==> src/rtl/rv32i_load_store_unit.sv <==
// rv32i_load_store_unit: single-outstanding RV32I load/store bus master with
// alignment/legality checking, lane steering, load extension and bus timeout.
module rv32i_load_store_unit #(
    parameter int TIMEOUT = 255
) (
    input  logic        sys_clk,
    input  logic        sys_reset,
    input  logic        req_load,
    input  logic        req_store,
    input  logic [2:0]  req_funct3,
    input  logic [31:0] req_addr,
    input  logic [31:0] req_wdata,
    output logic        stall,
    output logic [31:0] load_data,
    output logic        load_valid,
    output logic        fault,
    output logic [1:0]  fault_code,
    output logic [31:0] mem_addr,
    output logic [31:0] mem_wdata,
    output logic [3:0]  mem_be,
    output logic        mem_we,
    output logic        mem_valid,
    input  logic        mem_ready,
    input  logic [31:0] mem_rdata
);
    typedef enum logic [1:0] {IDLE, REQ, DONE} state_t;
    localparam logic [7:0] LAST = 8'(TIMEOUT - 1);

    state_t      state_q, state_d;
    logic [31:2] addr_q;
    logic [3:0]  be_q, be_d;
    logic [31:0] wdata_q, wdata_d, load_data_q, ext_d;
    logic        we_q;
    logic [2:0]  f3_q;
    logic [1:0]  off_q;
    logic [7:0]  cnt_q, cnt_d;
    logic        fault_q, fault_d;
    logic [1:0]  fault_code_q, fault_code_d;
    logic        one_req, legal, aligned, accept;
    logic [7:0]  lane_b;
    logic [15:0] lane_h;

    always_comb begin
        one_req = req_load ^ req_store;
        legal   = req_load ? (req_funct3 inside {3'b000, 3'b001, 3'b010, 3'b100, 3'b101})
                           : (req_funct3 inside {3'b000, 3'b001, 3'b010});
        aligned = (req_funct3[1:0] == 2'b00) ||
                  (req_funct3[1:0] == 2'b01 && !req_addr[0]) ||
                  (req_funct3[1:0] == 2'b10 && req_addr[1:0] == 2'b00);
        accept  = state_q == IDLE && one_req && legal && aligned;
        be_d    = req_funct3[1:0] == 2'b00 ? 4'b0001 << req_addr[1:0] :
                  req_funct3[1:0] == 2'b01 ? (req_addr[1] ? 4'b1100 : 4'b0011) : 4'b1111;
        wdata_d = req_funct3[1:0] == 2'b00 ? {4{req_wdata[7:0]}} :
                  req_funct3[1:0] == 2'b01 ? {2{req_wdata[15:0]}} : req_wdata;
        lane_b  = mem_rdata[{off_q, 3'b000} +: 8];
        lane_h  = off_q[1] ? mem_rdata[31:16] : mem_rdata[15:0];
        // funct3[2] selects zero extension (LBU/LHU)
        ext_d   = f3_q[1:0] == 2'b00 ? {{24{lane_b[7] & ~f3_q[2]}}, lane_b} :
                  f3_q[1:0] == 2'b01 ? {{16{lane_h[15] & ~f3_q[2]}}, lane_h} : mem_rdata;
        state_d      = state_q;
        cnt_d        = cnt_q;
        fault_d      = 1'b0;
        fault_code_d = fault_code_q;
        case (state_q)
            IDLE: begin
                if (accept) begin
                    state_d = REQ;
                    cnt_d   = 8'd0;
                end else if (req_load || req_store) begin
                    fault_d      = 1'b1;
                    fault_code_d = (one_req && legal) ? 2'b01 : 2'b11;
                end
            end
            REQ: begin
                if (mem_ready) begin
                    state_d = DONE;
                end else if (cnt_q == LAST) begin
                    state_d      = IDLE;
                    fault_d      = 1'b1;
                    fault_code_d = 2'b10;
                end else begin
                    cnt_d = cnt_q + 8'd1;
                end
            end
            default: state_d = IDLE;
        endcase
    end

    always_ff @(posedge sys_clk or negedge sys_reset) begin
        if (!sys_reset) begin
            state_q      <= IDLE;
            cnt_q        <= 8'd0;
            fault_q      <= 1'b0;
            fault_code_q <= 2'b00;
            addr_q       <= '0;
            be_q         <= 4'b0000;
            wdata_q      <= 32'd0;
            we_q         <= 1'b0;
            f3_q         <= 3'b000;
            off_q        <= 2'b00;
            load_data_q  <= 32'd0;
        end else begin
            state_q      <= state_d;
            cnt_q        <= cnt_d;
            fault_q      <= fault_d;
            fault_code_q <= fault_code_d;
            if (accept) begin
                addr_q  <= req_addr[31:2];
                be_q    <= be_d;
                wdata_q <= wdata_d;
                we_q    <= req_store;
                f3_q    <= req_funct3;
                off_q   <= req_addr[1:0];
            end
            if (state_q == REQ && mem_ready && !we_q) load_data_q <= ext_d;
        end
    end

    assign stall      = accept || state_q == REQ;
    assign mem_valid  = state_q == REQ;
    assign mem_we     = state_q == REQ && we_q;
    assign mem_addr   = {addr_q, 2'b00};
    assign mem_be     = be_q;
    assign mem_wdata  = wdata_q;
    assign load_valid = state_q == DONE && !we_q;
    assign load_data  = load_data_q;
    assign fault      = fault_q;
    assign fault_code = fault_code_q;
endmodule

==> config.mk <==
export PLATFORM = sky130hd
export DESIGN_NAME = rv32i_load_store_unit
export DESIGN_NICKNAME = d
export VERILOG_FILES = /design/src/rtl/rv32i_load_store_unit.sv
export SDC_FILE = /design/constraint.sdc
export NUM_CORES = 1
export LEC_CHECK = 0
export CAP_MARGIN = 20
export CORE_MARGIN = 2
export CORE_UTILIZATION = 35
export CTS_BUF_LIST = sky130_fd_sc_hd__clkbuf_2
export DETAILED_ROUTE_END_ITERATION = 12
export MAX_ROUTING_LAYER = met4
export PLACE_DENSITY = 0.67
export SYNTH_ARGS = -nofsm -noshare
export SYNTH_HDL_FRONTEND = slang
export SYNTH_SLANG_ARGS = --single-unit
==> constraint.sdc <==
create_clock -name sys_clk -period 2.2 [get_ports sys_clk]
set_clock_uncertainty 0.1 [all_clocks]
set_input_delay 0.33 -clock sys_clk [delete_from_list [all_inputs] [get_ports sys_clk]]
set_output_delay 0.33 -clock sys_clk [all_outputs]
set_load 0.05 [all_outputs]
-- Yosys cells after proc, flatten, opt, wreduce, memory -nomap -nowiden
Index checks and enable logic that the tools add are counted.
- add/sub/neg operators: 1
- equality and inequality tests: 17
- shifts and indexed selects: 2
- multiplexer cells: 28
- bitwise gates (word level): 4
- reduce and logical (&&, ||, !) cells: 27
- operators with widths (cell ; count):
    $mux 32 ; 4
    $shiftx 32x6->8 ; 1
    $mux 8 ; 3
    $mux 16 ; 1
    $mux 2 ; 8
    $pmux 8 s2 ; 1
    $mux 4 ; 3
    $logic_and 1x1->1 ; 10
    $add 8x1->8 const B ; 1
    $eq 8x8->1 const B ; 1
    $logic_not 2->1 ; 4
    $ne 2x2->1 const B ; 4
    $pmux 2 s2 ; 2
    $eq 2x1->1 const B ; 3
    $eq 3x3->1 const B ; 2
    $mux 1 ; 5
    $reduce_and 5->1 ; 1
    $reduce_bool 5->1 ; 1
    $eq 2x2->1 const B ; 2
    $logic_or 1x1->1 ; 4
    $ne 2x1->1 const B ; 2
    $reduce_and 4->1 ; 1
    $shl 1x2->4 const A ; 1
    $eq 3x1->1 const B ; 1
    11 further kinds ; 13
- bits in registers: 117
- input port bits: 104
- output and inout bits: 107
- word-level logic and storage cells: 90

-- Logic depth before layout (Yosys ltp)
- word-level depth: 8
- mapped depth: 7
- mapped depth without buffers: 6

-- Worst setup path before layout
Ideal clock, no wire load.
- path kind: register -> output
- start: register state_q[1]
- end: output load_valid
- data arrival time: 1598 ps
- data required time: 1770 ps
- setup slack: 172 ps
- cell stages (with the launch flop): 2
- path buffers: 0
- path through: dfrtp_1 nor3b_1
- cells in the longest elaborated chain, start to end: 2
- RTL lines (item ; line ; text):
    from (decl) ; 29 ; state_t state_q, state_d;
    from (signal assigned) ; 103 ; state_q <= state_d;
    $eq 2x2->1 ; 125 ; assign load_valid = state_q == DONE && !we_q;
    $logic_and 1x1->1 ; 125 ;
    to (decl) ; 15 ; output logic load_valid,
No other way between the ends.

-- Worst setup path after layout
- start: register state_q[1]
- end: output stall
- cells in the longest elaborated chain, start to end: 5
- elaborated cells between the ends (all ways): 6
- classes of those cells: eq/ne (1); reduce/logical (5)
- RTL lines (item ; line ; text):
    $logic_not 2->1 ; 50 ; accept = state_q == IDLE && one_req && legal && aligned;
    $logic_and 1x1->1 (3 in a row) ; 50 ;
    $logic_or 1x1->1 * ; 119 ; assign stall = accept || state_q == REQ;
    to (decl) ; 13 ; output logic stall,
Mark *: on every way between the ends. The rest lies on a longest branch, timed or not.

==> impl_summary.txt <==
----------------------------------------------------
[Outcome]
  Outcome ... complete, but fails checks
  Violations in the final reports ... design-rule violations, negative setup slack

[Yosys]
  Average cell area after synthesis ... around 12 µm²
  Post-synthesis instance total ... roughly 480
  Post-synthesis sequential area ratio ... a little under 50%
  Flip-flop and latch count after synthesis ... ~120
  Cell area after technology mapping ... 5910 µm²
  Number of enable flip-flop cells after synthesis ... 0
  Synth unique cells ... 52
  Yosys Warn Count ... 0
  Leading register cell type out of synthesis ... sky130_fd_sc_hd__dfrtp_1
  Async set-or-reset flop fraction in the synthesized netlist ... 100%

[Placed design]
  Count of buffers from port buffering ... 208
  Worst slack, placed ... -0.235 ns
  Placer congestion estimate ... a little under 0.9
  HPWL after detailed placement ... around 12000 µm

[Hold path]
  Hold depth ... 3
  Worst Min Path Start ... mem_rdata[16]
  Hold Crit Endpoint ... load_data[16]
  Min-Delay Path Class ... primary input to flip-flop

[Clock tree]
  Clock sink total ... approximately 120
  Cell at the root of the clock tree ... sky130_fd_sc_hd__clkbuf_2
  Maximum level of the CTS H-tree ... 4
  Clock-pin slew on the worst setup and hold paths ... approximately 0.22 ns
  Insertion delay of the later-clocked pin in the worst-skew pair ... roughly 0.67 ns
  CTS tree ... done
  Total CTS buffers ... 17
  Clock Path Buffers ... 2

[Detailed routing]
  DRC Markers ... 3
  Vias after detailed routing ... between 4000 and 5000
  Violation count after the first detailed-routing iteration ... ~260
  Aggregate routed wire length ... between 15000 and 20000 µm
  Routed via count divided by cell count ... between 4 and 5
  Pre-antenna DRT Iters ... 12
  Number of nets with antenna violations after detailed routing ... 0
  Mean routed wirelength per cell ... about 17 µm

[STA]
  Number of max-slew violations in the final report ... 0
  Slew margin rel. ... approximately three fifths
  Tmin final ... around 2.3 ns
  Fraction of the cycle the final worst path needs ... 104%
  Final hold violation count ... 0
  Endpoints failing setup ... 2
  Min setup slack post-route ... -0.0870 ns
  Unrepaired setup endpoints after global routing ... yes
  Slew at the pin closest to its max-slew limit ... between 0.6 and 0.7 ns
  Fmax ... approximately 440 MHz

[GRT]
  Via count of the first global-routing pass ... ~5000
  Initial antenna violation count ... 1
  Overall Global Routing Usage ... about 20%
  Maximum number of pins on one net before global-route repair ... 60
  Overflow after GRT ... 0
  Wire length of the first global-routing pass ... ~26000 µm

[Worst setup path]
  Number of cell instances on the worst register-to-register path ... 5
  CP Launch Point ... state_q[1]
  Buf+Inv Stages, Crit Path ... 2
  Sort of element at the start of the critical path ... flip-flop
  Data required time of the critical path ... between 1.5 and 2 ns
  Crit Reg-Reg Startpoint ... off_q[1]
  Crit end category ... output port
  Master of the slowest instance on the critical path ... sky130_fd_sc_hd__dfrtp_2
  Slowest stage delay, CP ... 0.48 ns
  Cells along the critical path ... nor4_4, buf_4, or2_4, buf_12
  Classification of the worst setup path ... flip-flop to output port
  Top fanout value on the critical path ... 4
  Critical R2R Capture ... load_data[13]
  Internal reg-to-reg setup slack ... about 0.24 ns
  Data arrival time of the critical path ... about 1.9 ns
  Family of cells with the greatest summed delay on the critical path ... flip-flops

[Die]
  Die Span X ... about 130 µm
  Area of the placeable core ... 16500 µm²
  Number of top-level design ports ... between 200 and 250
  DIE AREA ... 17900 µm²
  Starting density of the core ... between 30% and 40%
  Placement Rows ... 47
  Vert. Die Dim ... 134 µm

[Pwr]
  Total chip power ... approximately 12 mW
  Leakage power ... 3.83 nW
  Worst vdd ir ... between 0.8 and 0.9 mV
  PwrDens ... ~1400 nW/µm²

[Cells and area]
  Number of nets in the layout ... between 800 and 900
  Fraction of layout cells with a size suffix above 1 ... between 20 and 30%
  Utilization after layout ... slightly above 50%
  Commonest cells after routing, fill and taps aside ... 115 x sky130_fd_sc_hd__dfrtp_1, 102 x sky130_fd_sc_hd__clkdlybuf4s50_1, 80 x sky130_fd_sc_hd__dlygate4sd2_1, 60 x sky130_fd_sc_hd__mux2_4, 42 x sky130_fd_sc_hd__a21oi_1
  Synth-to-Final Area Change ... 44.8%
  Most common cell after layout, fill and taps aside ... sky130_fd_sc_hd__dfrtp_1

[Job]
  Maxcap violations ... 0

----------------------------------------------------
state kept, by name, indices dropped and copies added, names as in the netlist, 2 cells and up:
name and flops:
mem_be 4, mem_wdata 32, f3_q 3, off_q 2
fault_code 2, load_data 32, state_q 2, addr_q 30
cnt_q 8
stage by stage:
stage / cell area (µm²) / TNS [ns] / cells / hold slack, ns
finish: 8560 / -0.0942 / 951 / 0.137
global route: 8560 / -0.509 / 951 / 0.0519
CTS: 8550 / -0.267 / 947 / 0.0466
detailed placement: 8320 / -13.88 / 909 / 0.195
global placement: 8320 / -10.81 / 909 / 0.193
floorplan: 5910 / 0 / 479 / -0.0656
layer usage:
metal	part of all wire (%)	vias up	global-route usage, %
li1	-	2194	-
met3	7.7	26	5.25
met4	2.4	0	7.92
met5	0	-	-
met2	47	238	29.8
met1	43	2275	24.7
cells by family (layout without fill, tap and decap cells):
| kind of cell | Yosys count | after routing | synth area share (%) |
|---|---|---|---|
| simple gates | 113 | 113 | 8.98 |
| compound gates | 97 | 97 | 10.5 |
| mux | 107 | 107 | 25.2 |
| flops | 117 | 117 | 49.5 |
| fa+ha+maj | 3 | 3 | 0.635 |
| buf+inv | 40 | 291 | 5.06 |
| other cells | 1 | 3 | 0.0634 |
final cells by class:
type	instances	area [µm²]
Sequential cell	117	2930
Multi-Input combinational cell	322	2720
Fill cell	1463	7970
Inverter	8	30.0
Timing Repair Buffer	251	2340
Clock buffer	17	85.1
Clock inverter	15	180
Antenna cell	1	2.50
Tap cell	220	275
worst max-delay path by stage:
| stage | slack, ns | depth (start not counted) | to |
|---|---|---|---|
| finish | -0.09 | 4 | stall |
| detailed placement | -0.23 | 8 | mem_wdata[31] |
| CTS | -0.18 | 4 | stall |
| floorplan | 0.17 | 1 | load_valid |
| global route | -0.22 | 4 | stall |
| global placement | -0.20 | 8 | mem_wdata[0] |
synthesized netlist by cell type, types with 3 or more instances:
master | instances | area (µm²)
sky130_fd_sc_hd__a21oi_1 | 42 | 210
sky130_fd_sc_hd__a21oi_2 | 3 | 26.3
sky130_fd_sc_hd__a221oi_1 | 7 | 61.3
sky130_fd_sc_hd__a22o_1 | 14 | 123
sky130_fd_sc_hd__a22oi_1 | 7 | 52.6
sky130_fd_sc_hd__and2_1 | 3 | 18.8
sky130_fd_sc_hd__buf_12 | 6 | 120
sky130_fd_sc_hd__buf_2 | 8 | 40.0
sky130_fd_sc_hd__buf_4 | 4 | 30.0
sky130_fd_sc_hd__clkbuf_1 | 11 | 41.3
sky130_fd_sc_hd__dfrtp_1 | 117 | 2930
sky130_fd_sc_hd__ha_1 | 3 | 37.5
sky130_fd_sc_hd__inv_1 | 7 | 26.3
sky130_fd_sc_hd__mux2_1 | 7 | 78.8
sky130_fd_sc_hd__mux2_2 | 18 | 203
sky130_fd_sc_hd__mux2_4 | 60 | 901
sky130_fd_sc_hd__mux2i_1 | 15 | 150
sky130_fd_sc_hd__mux4_2 | 7 | 158
sky130_fd_sc_hd__nand2_1 | 39 | 146
sky130_fd_sc_hd__nand2b_1 | 3 | 18.8
sky130_fd_sc_hd__nor2_1 | 41 | 154
sky130_fd_sc_hd__nor2b_1 | 3 | 18.8
sky130_fd_sc_hd__nor3_1 | 4 | 20.0
sky130_fd_sc_hd__o21ai_0 | 13 | 65.1
repair_timing:
item,4_1_cts,5_1_grt
hold buffers,3,0
gates resized for setup,110,32
setup endpoints to repair,105,28
pin swaps,2,1
setup buffers,3,3
endpoints found under the hold margin,117,0
worst reg2reg max path, cell delays in order, from the launching register on:
cell	delay [ns]
sky130_fd_sc_hd__dfrtp_1	0.55
sky130_fd_sc_hd__buf_4	0.22
sky130_fd_sc_hd__mux2i_1	0.28
sky130_fd_sc_hd__mux2i_1	0.17
sky130_fd_sc_hd__a21oi_2	0.40
sky130_fd_sc_hd__a21oi_1	0.13
power by group:
group          total [mW]  internal (mW)  switching (mW)
registers            3.61           3.00           0.613
logic                6.40           2.16            4.24
clock network        1.55          0.638           0.912
total                11.6           5.79            5.77
No activity file was read; power rests on OpenSTA's default activity.
==> variant 1, RTL diff (same settings) <==
Register the output `fault` once more; this adds one clock of latency there. The other outputs are not delayed to match.
--- a/src/rtl/rv32i_load_store_unit.sv
+++ b/src/rtl/rv32i_load_store_unit.sv
@@ -124,7 +124,9 @@
     assign mem_wdata  = wdata_q;
     assign load_valid = state_q == DONE && !we_q;
     assign load_data  = load_data_q;
-    assign fault      = fault_q;
+    always_ff @(posedge sys_clk) begin
+        fault <= fault_q;
+    end
     assign fault_code = fault_code_q;
 endmodule
 
Check against the original RTL: not equivalent (a bounded check fails within 4 cycles, from zero or initial values and one cycle with sys_reset low).
==> variant 1 against the unedited design <==
The flow finishes with violations (negative setup slack); non-clock buffer count is 4 higher; fmax is 2.5% higher; power is 1.1% lower; setup slack better by 55 ps; area after synthesis is 0.34% higher; wire length hardly changed; design area is 1.2% higher; first-iteration DRC count stayed put; sequential cell count is 1 higher; critical path type unchanged; critical endpoint is now mem_we.
==> variant 1: results (changes against the unedited design) <==
top area cells in the synthesized netlist dfrtp_1, mux2_4, a21oi_1, mux2_2, mux4_2; Final TNS setup -62.6 ps (+31.6 ps); post-place setup slack -268 ps (-33.7 ps); async set or reset register ratio after synthesis 99.2% (-0.85 points); vias in the first global route 5,012 (-0.89%); Worst Path Arrival 1800 ps (-60 ps); Fillers 1,469 (+0.41%); Placement Cell Area 8430 µm² (+1.4%); Pre-antenna DRT Iters 4 (-8); Mean Syn Cell Area 12.4 µm² (+0.13%); antenna violations before repair 0 (-1); Final WS setup -32.0 ps (+55.0 ps); worst hold path class primary input to asynchronous set/reset pin; met3 WL post-DR 1500 µm (+17%); Met2 Wirelength 7890 µm (+2.4%); Pleak 3.89 nW (+1.6%); status complete, but fails checks; Final setup viols 2 (unchanged); clock buffer depth 2 (unchanged); vias per inst 4.95 (-0.63%); final hold slack 101 ps (-35.1 ps); Via Count 4,723 (-0.21%); placed instance count 913 (+0.44%); largest net degree at the start of global routing 52 (-13%); Reg clk slew, reported paths 180 ps (-40 ps); gpl congestion 0.871 (+0.79%); violations in the final reports negative setup slack; ant diodes 0 (-1); Worst Tran Pin Value 1080 ps (+475 ps); NetSw 0.00569 W (-1.3%); R2R Setup Slk 100 ps (-140 ps); global-route wire length before repair 26,000 µm (-1.6%); synth unique cells 53 (+1.9%); GRT Total Usage 19.2% (-0.34 points); DP Wirelength 12,000 µm (-1.2%); WL per Instance 17.3 µm (-0.35%); Worst VDD drop 0.824 mV (-0.43%); register area share after synthesis 49.7% (+0.17 points); Final Net Count 829 (+0.61%); share of cells above drive strength 1 24.2% (-0.99 points)
variant 1: changes by cell type after synthesis, sizes merged:
cell	unedited run	this run
dfxtp	0	1
variant 1: area by class of cell:
type	instances	share of cell area [%]
clock inverters	11	1.26
well taps	220	3.18
flip-flops and latches	118	34.1
multi-input cells	322	31.3
inverters	8	0.347
repair buffers	255	28.6
clock buffers	21	1.21
variant 1: cell families (layout without fill, tap and decap cells):
group / after synthesis / in the layout / synth area share (%)
mux: 107 / 107 / 25.1
flops: 118 / 118 / 49.7
buf+inv: 40 / 295 / 5.04
simple gates: 113 / 113 / 8.95
other cells: 1 / 2 / 0.0632
fa+ha+maj: 3 / 3 / 0.633
compound gates: 97 / 97 / 10.5
variant 1: layer usage:
metal	global-route usage, %	vias up
met2	30.6	221
met4	7.49	0
met3	6.50	30
li1	-	2202
met5	-	-
met1	22.5	2270
variant 1: power groups by stage:
stage | sequential, W | clock, W | combinational, W
finish | 0.00360 | 0.00136 | 0.00648
global route | 0.00373 | 0.00150 | 0.00679
floorplan | 0.00635 | 0 | 0.00184
global placement | 0.00368 | 0 | 0.00691
detailed placement | 0.00366 | 0 | 0.00701
CTS | 0.00361 | 0.00141 | 0.00651
variant 1: repair_timing:
| item | in CTS | in global routing |
|---|---|---|
| endpoints found under the setup margin | 105 | 7 |
| setup buffers | 7 | 2 |
| gates resized for setup | 113 | 6 |
| hold endpoints to repair | 117 | 0 |
| hold buffers | 2 | 0 |
| pin swaps | 1 | 2 |
variant 1: final timing paths:
check,from,end,cells past startpoint
worst max-delay path,state_q[0],mem_we,4
worst min-delay path,sys_reset,mem_wdata[13],3
worst max register to register,state_q[1],cnt_q[7],7
worst min register to register,fault_q,fault,0
max in group asynchronous,sys_reset,load_data[19],3
min in group sys_clk,req_addr[31],addr_q[31],2
==> variant 2, RTL diff (config.mk and constraints unchanged) <==
Without the edit above. Set the parameter `TIMEOUT` to 127 (it was 255).
--- a/src/rtl/rv32i_load_store_unit.sv
+++ b/src/rtl/rv32i_load_store_unit.sv
@@ -1,7 +1,7 @@
 // rv32i_load_store_unit: single-outstanding RV32I load/store bus master with
 // alignment/legality checking, lane steering, load extension and bus timeout.
 module rv32i_load_store_unit #(
-    parameter int TIMEOUT = 255
+    parameter int TIMEOUT = 127
 ) (
     input  logic        sys_clk,
     input  logic        sys_reset,
Function: no difference found for any inputs over 4 cycles, from zero or initial values and one cycle with sys_reset low; that may be too few to reach the edited logic, so the function may still have changed.
==> variant 2 against the unedited design <==
The flow finishes with violations (negative setup slack); die area shrank 4.9%; sequential share of layout area up 1.2 points; clock power decreased by 8%; area after synthesis shrank 5.1%; power fell by 4.8%; design area shrank 3.3%; sequential cell count stayed put; wire length down 0.15%; global-route usage grew 0.79 points; setup slack got worse by 65 ps; hold slack got worse by 87 ps; sequential power shrank 2%; largest power group unchanged.
==> variant 2: results (changes against the unedited design) <==
status complete, but fails checks; violations in the final reports negative setup slack; vias in the first global route 4,874 (-3.6%); Worst Path Max Fanout 2 (-2); Worst VDD drop 0.883 mV (+6.7%); Worst Hold Path Cells 6 (+3); hold path endpoint fault_code[1]; GRT Total Usage 20.3% (+0.79 points); Final setup viols 1 (-1); max incr delay on CP 480 ps (about the same); Root Driver clkbuf_2; Skew-Pair Late Insertion Delay 680 ps; r2r endpoint load_data[1]; ant diodes 0 (-1); placed instance count 897 (-1.3%); gpl congestion 0.898 (+3.9%); WL per Instance 17.6 µm (+1.1%); worst hold path class primary input to flop; Pleak 3.66 nW (-4.4%); Pre-antenna DRT Iters 4 (-8); Mapped Cells 477 (-0.21%); CP delay by family, top buffers and inverters; antenna violations before repair 0 (-1); Reg clk slew, reported paths 210 ps; Sw Ratio 51.6% (+1.7 points); Clock net power 0.00143 W (-8%); Final WS setup -152 ps (-65.4 ps); largest net degree at the start of global routing 73 (+22%); global-route wire length before repair 25,700 µm (-3.1%); DP Wirelength 12,200 µm (+0.80%); Final TNS setup -152 ps (-58.2 ps); final hold slack 49.7 ps (-86.8 ps); reg2reg start state_q[1]; Final Net Count 817 (-0.85%); Comb group 0.00606 W (-5.3%); Main synth FF type dfrtp_1; Fillers 1,451 (-0.82%); Crit-path slowest cell clkdlybuf4s50_1; Worst Tran Pin Value 1010 ps (+408 ps); top area cells in the synthesized netlist dfrtp_1, mux2_1, a21oi_1, mux2_2, nor2_1; register area share after synthesis 52.2% (+2.6 points); Commonest cells post-synth dfrtp_1, mux2_1, nor2_1; Placement Cell Area 8040 µm² (-3.4%); YS warnings 0 (unchanged); cells on worst reg2reg path 7 (+2); Via Count 4,709 (-0.51%); PortBufs 208 (unchanged); Hold Startpoint req_store; R2R Setup Slk 170 ps (-70 ps); Finished Layout Cells 939 (-1.3%); synth unique cells 47 (-9.6%); share of cells above drive strength 1 15.6% (-9.6 points); post-place setup slack -274 ps (-39.3 ps); DRT iter0 DRCs 157 (-39%)
==> variant 2: metal layers <==
layer  routed length [µm]  global-route usage, %
met2                 7730                   31.8
met1                 7000                   25.3
met3                 1540                   6.64
met5                    0                      -
met4                  248                   5.94
==> variant 2: kinds of logic after synthesis <==
group,Yosys count,synth area share [%]
and+or+nand+nor,115,9.50
DFF,117,52.2
buffers and inverters,41,4.15
muxes,109,22.9
adders and majority gates,3,0.669
other,1,0.0668
xor gates and xnor gates,2,0.312
AOI/OAI and AO/OA,89,10.2
==> variant 2: final cells by class <==
cell class | instances | area, µm² | area share, %
well taps | 216 | 270 | 3.26
multi-input cells | 320 | 2480 | 30.0
flip-flops and latches | 117 | 2930 | 35.4
repair buffers | 245 | 2320 | 28.0
clock buffers | 17 | 85.1 | 1.03
inverters | 9 | 33.8 | 0.408
clock inverters | 15 | 158 | 1.90
==> variant 2: timing repair <==
| item | 4_1_cts | 5_1_grt |
|---|---|---|
| setup endpoints to repair | 103 | 15 |
| hold endpoints to repair | 117 | 1 |
| pin swaps | 0 | 2 |
| hold buffers | 2 | 1 |
| resized for setup | 105 | 20 |
| gates cloned | 0 | 0 |
| buffers inserted | 4 | 3 |
==> variant 2: through the flow <==
step	utilization, %	total power [W]
3_3_place_gp	51.0	0.0101
4_1_cts	52.2	0.0111
5_1_grt	52.5	0.0116
2_1_floorplan	-	0.00773
6_report	52.5	0.0110
3_5_place_dp	51.0	0.0102
==> variant 2: worst max path at each step <==
stage               slack [ps]           from             to  cells past startpoint
floorplan                  100  req_funct3[0]          stall                      7
global placement          -220      req_store          stall                      8
detailed placement        -270      req_store  mem_wdata[18]                      8
CTS                       -250     state_q[1]          stall                      4
global route              -230     state_q[0]          stall                      4
finish                    -150       req_load          stall                      8
